===== src/rtl/reg_mem_responder.sv =====
// Command responder moving words between a 16x32 memory and an 8x32 register bank; IDLE->EXEC->(RDWAIT)->RESP.
// Response 2 cycles after accept (3 for memory reads); resp_ready low holds RESP and all storage indefinitely.
module reg_mem_responder (
    input  logic        clk,
    input  logic        rst,
    input  logic        cmd_valid,
    output logic        cmd_ready,
    input  logic [1:0]  cmd_opcode,
    input  logic [2:0]  cmd_reg_addr,
    input  logic [3:0]  cmd_mem_addr,
    input  logic [31:0] cmd_data,
    output logic        resp_valid,
    input  logic        resp_ready,
    output logic [1:0]  resp_opcode,
    output logic [31:0] resp_data
);

    typedef enum logic [1:0] {IDLE, EXEC, RDWAIT, RESP} state_t;

    typedef struct packed {
        logic [1:0]  opcode;
        logic [2:0]  reg_addr;
        logic [3:0]  mem_addr;
        logic [31:0] data;
    } cmd_t;

    localparam logic [1:0] OP_DATA_TO_MEM = 2'd0;
    localparam logic [1:0] OP_REG_TO_MEM  = 2'd1;
    localparam logic [1:0] OP_MEM_TO_REG  = 2'd2;

    state_t      state, state_nxt;
    cmd_t        cmd_q;
    logic [31:0] mem [16];
    logic [31:0] regs [8];
    logic [31:0] rd_dat;

    assign cmd_ready  = (state == IDLE);
    assign resp_valid = (state == RESP);

    always_ff @(posedge clk) begin
        if (rst) state <= IDLE;
        else     state <= state_nxt;
    end

    // Opcodes 2 and 3 both read memory, so opcode bit 1 selects the read path.
    always_comb begin
        state_nxt = state;
        case (state)
            IDLE:    if (cmd_valid) state_nxt = EXEC;
            EXEC:    state_nxt = cmd_q.opcode[1] ? RDWAIT : RESP;
            RDWAIT:  state_nxt = RESP;
            RESP:    if (resp_ready) state_nxt = IDLE;
            default: state_nxt = IDLE;
        endcase
    end

    always_ff @(posedge clk) begin
        if (rst) begin
            cmd_q       <= '0;
            rd_dat      <= '0;
            resp_opcode <= '0;
            resp_data   <= '0;
            for (int i = 0; i < 16; i++) mem[i]  <= '0;
            for (int i = 0; i < 8; i++)  regs[i] <= '0;
        end else begin
            case (state)
                IDLE: begin
                    if (cmd_valid) cmd_q <= {cmd_opcode, cmd_reg_addr, cmd_mem_addr, cmd_data};
                end
                EXEC: begin
                    resp_opcode <= cmd_q.opcode;
                    case (cmd_q.opcode)
                        OP_DATA_TO_MEM: begin
                            mem[cmd_q.mem_addr] <= cmd_q.data;
                            resp_data           <= cmd_q.data;
                        end
                        OP_REG_TO_MEM: begin
                            mem[cmd_q.mem_addr] <= regs[cmd_q.reg_addr];
                            resp_data           <= regs[cmd_q.reg_addr];
                        end
                        // Registered read port: data lands in rd_dat for use in RDWAIT.
                        default: rd_dat <= mem[cmd_q.mem_addr];
                    endcase
                end
                RDWAIT: begin
                    resp_data <= rd_dat;
                    if (cmd_q.opcode == OP_MEM_TO_REG) regs[cmd_q.reg_addr] <= rd_dat;
                end
                default: ;
            endcase
        end
    end

endmodule


===== config.mk =====
export PLATFORM = sky130hd
export DESIGN_NAME = reg_mem_responder
export DESIGN_NICKNAME = d
export VERILOG_FILES = /design/src/rtl/reg_mem_responder.sv
export SDC_FILE = /design/constraint.sdc
export NUM_CORES = 1
export LEC_CHECK = 0
export CORE_MARGIN = 2
export CORE_UTILIZATION = 50
export CTS_CLUSTER_DIAMETER = 100
export DETAILED_ROUTE_END_ITERATION = 7
export GPL_TIMING_DRIVEN = 0
export HOLD_SLACK_MARGIN = 0.02
export PLACE_DENSITY = 0.76
export RECOVER_POWER = 25
export SLEW_MARGIN = 0
export SYNTH_ARGS = -nofsm -noshare
export SYNTH_HDL_FRONTEND = slang
export SYNTH_SLANG_ARGS = --single-unit

===== constraint.sdc =====
create_clock -name clk -period 3 [get_ports clk]
set_clock_uncertainty 0.1 [all_clocks]
set_input_delay 0.9 -clock clk [delete_from_list [all_inputs] [get_ports clk]]
set_output_delay 0.9 -clock clk [all_outputs]
set_load 0.02 [all_outputs]

==> results by group <==
Run status
  – Outcome: finished, violations left
  – Failing checks: negative setup slack

CTS
  – Htree depth: 3
  – Clock sink total: 880
  – Clk Latency, worst-skew pair: 650 ps
  – Total clock buffers created by CTS: 86
  – Worst-path clk slew: 60 ps
  – TritonCTS clock tree: yes
  – CTS max path bufs: 3
  – Root buf cell: clkbuf_16
  – Post-CTS setup repair buffer count: 0
  – Hold_buf cts: 0

Critical path
  – Worst path arrival time: 3280 ps
  – Critical path's slowest cell: or3b_4
  – Worst EP required: 3210 ps
  – Crit-path max cell delay: 500 ps
  – Largest fanout on the critical path: 16
  – CP top delay family: simple AND/OR/NAND/NOR gates
  – Bufs and invs on worst path: 1
  – Critical path class: reg2reg
  – Worst Setup End Kind: register
  – FF-to-FF Start: state[1]$_SDFFE_PP0P_
  – Crit path launch type: register
  – Worst path cell trace: inv_1, ha_1, or3b_4, nor2b_1, nand3_1, nand2b_4
  – Crit. Startpoint: state[1]$_SDFFE_PP0P_

Timing
  – Final Max Tran Viols: 0
  – Slew at the pin closest to its max-slew limit: 1100 ps
  – Worst hold slack: 355 ps
  – Final worst slack: -78.0 ps
  – RSZ-0062 raised after global routing: yes
  – Hold Vio Cnt, Final: 0
  – Max Clk Rate: 325 MHz
  – # setup viols final: 100
  – Period Utilization, post-route: 103%
  – Slew Limit Headroom: 26.6%
  – Period minus WS final: 3080 ps

Route
  – Antenna-violating nets left: 0
  – 1st-iter DRT viols: 3192
  – First-pass detailed-route iteration total: 6
  – Vias per std cell: 5.83
  – Final WL: 104 mm
  – Wire per inst: 23.7 um
  – Post-route DRC: 0
  – Vias: 25528

Placement
  – Placed Cells: 4207
  – Input/output buffers: 79
  – Hpwl dp: 76.1 mm
  – RePlAce Congestion: 0.933
  – Worst slack, placed: -657 ps

Yosys
  – Most frequent cells after synthesis: edfxtp_1 (768), nor2_1 (619), mux2i_1 (322)
  – Synth warn: 0
  – Synth cell types: 43
  – Synth top area share: 58.9%
  – Synth Area per Inst: 12.7 um^2
  – Top post-synthesis cells by area: edfxtp_1 (59%), mux2i_1 (8.2%), nor2_1 (5.9%), dfxtp_1 (5.7%), and2_1 (4.2%)
  – Post-synth EDFFs: 768
  – Post-synthesis sequential area ratio: 64.7%
  – Top cell type by total area after synthesis: edfxtp_1
  – Async SR Flop Fraction: 0%
  – Most used DFF post-synth: edfxtp_1
  – Syn Std Cell Area: 39100 um^2
  – Most common cell in the synthesized netlist: edfxtp_1
  – Syn Inst Count: 3088
  – Syn Nets: 3138
  – #FFs+latches synth: 880

Die
  – Die width: 284 um
  – I/O pin count: 81
  – FP Rows: 102
  – Full die area: 80500 um^2
  – Die span in y: 284 um
  – Initial Util: 50.5%
  – Core footprint: 77500 um^2

Pwr
  – Leakage: 14.4 nW
  – Pwr Density: 710 nW/um^2
  – Worst VDD drop: 434 uV
  – Overall Power: 31.5 mW

Final layout
  – Layout area overhead: 13.2%
  – Non-Filler Instances: 4379
  – Fillers: 6098
  – Final core utilization: 57.2%
  – Final net count: 3316
  – Share of cells above drive strength 1: 10.8%

Worst hold path
  – Worst hold path startpoint: cmd_q[12]$_SDFFE_PP0P_
  – Hold/Removal Path Class: reg2reg

Global route
  – Maximum number of pins on one net before global-route repair: 33
  – First-pass GRT wire length: 152 mm
  – Vias in the first global route: 25057
  – Antenna violations before repair: 2
  – Global route overflow: 0
  – GRT Total Usage: 25.2%

Flow run
  – Max-cap violations: 0
-- layer usage --
layer / GRT usage (%) / routed length (um)
met1: 32.4 / 39700
met2: 42.6 / 51200
met3: 3.71 / 8630
met4: 11.2 / 4400
met5: 0 / 0
-- area by class of cell --
type	instances	area [um^2]	share of cell area (%)
antenna	1	2.50	0.00565
inverter	39	146	0.330
buffer	286	1400	3.17
sequential	880	25300	57.1
multi-input combinational	1894	12600	28.4
clock inverter	40	364	0.822
tap	1040	1300	2.94
timing repair buffer	79	793	1.79
clock buffer	120	2420	5.47
-- timing repair --
action	4_1_cts	5_1_grt
endpoints found under the setup margin	579	493
resized for setup	25	16
cloned	2	9
-- power breakdown --
group | leakage [nW] | switching, mW | internal (mW) | total (mW)
clock network | 1.35 | 4.64 | 6.10 | 10.7
registers | 8.84 | 0.318 | 14.0 | 14.3
logic | 4.23 | 4.52 | 1.94 | 6.46
-- flip-flops by register name, summed over array words and instances (netlist names), named ones only --
register     count
mem            512
resp_opcode      2
state            2
cmd_q           41
regs           256
rd_dat          32
resp_data       32
-- path summary, 6_finish.rpt --
| check | end | slack [ps] | depth (start not counted) |
|---|---|---|---|
| min reg2reg | cmd_q[12]$_SDFFE_PP0P_ | 350 | 2 |
| max | mem[13][28]$_SDFFCE_PN0P_ | -80 | 6 |
| max reg2reg | mem[13][28]$_SDFFCE_PN0P_ | -80 | 6 |
| min | cmd_q[12]$_SDFFE_PP0P_ | 350 | 2 |
-- cell usage in the layout, fill, tap and decap left out, types with 33 or more instances in the layout --
| master | n |
|---|---|
| o22ai_1 | 64 |
| a22oi_1 | 64 |
| nand2_1 | 189 |
| buf_4 | 48 |
| nor2_1 | 619 |
| clkbuf_1 | 183 |
| edfxtp_1 | 768 |
| and2_1 | 244 |
| mux2i_1 | 322 |
| buf_2 | 62 |
| a221oi_1 | 33 |
| clkbuf_16 | 89 |
| a21oi_1 | 43 |
| inv_1 | 39 |
| dfxtp_1 | 112 |
| clkdlybuf4s50_1 | 78 |
-- metrics by stage --
stage	setup TNS, ps	instance area, um^2
after floorplan	-4880	39200
after global placement	-309300	41300
after detailed placement	-311550	41300
after CTS	-342	44200
after global routing	-11320	44300
final	-4510	44300
-- tightest hold or removal path, delay by kind of cell (launching register included) --
family / cells / cell delay [ps]
and+or+nand+nor: 1 / 50
DFF: 1 / 310
AOI/OAI and AO/OA: 1 / 50
-- cell families after synthesis --
family	after synthesis	share of synthesized area (%)
adder cells (fa/ha/maj)	5	0.160
AND/OR/NAND/NOR	1124	12.9
buffers and inverters	325	3.98
flip-flops	880	64.7
AO/OA/AOI/OAI	400	8.25
multiplexers	354	10.1
Power figures use the tool's default switching activity.
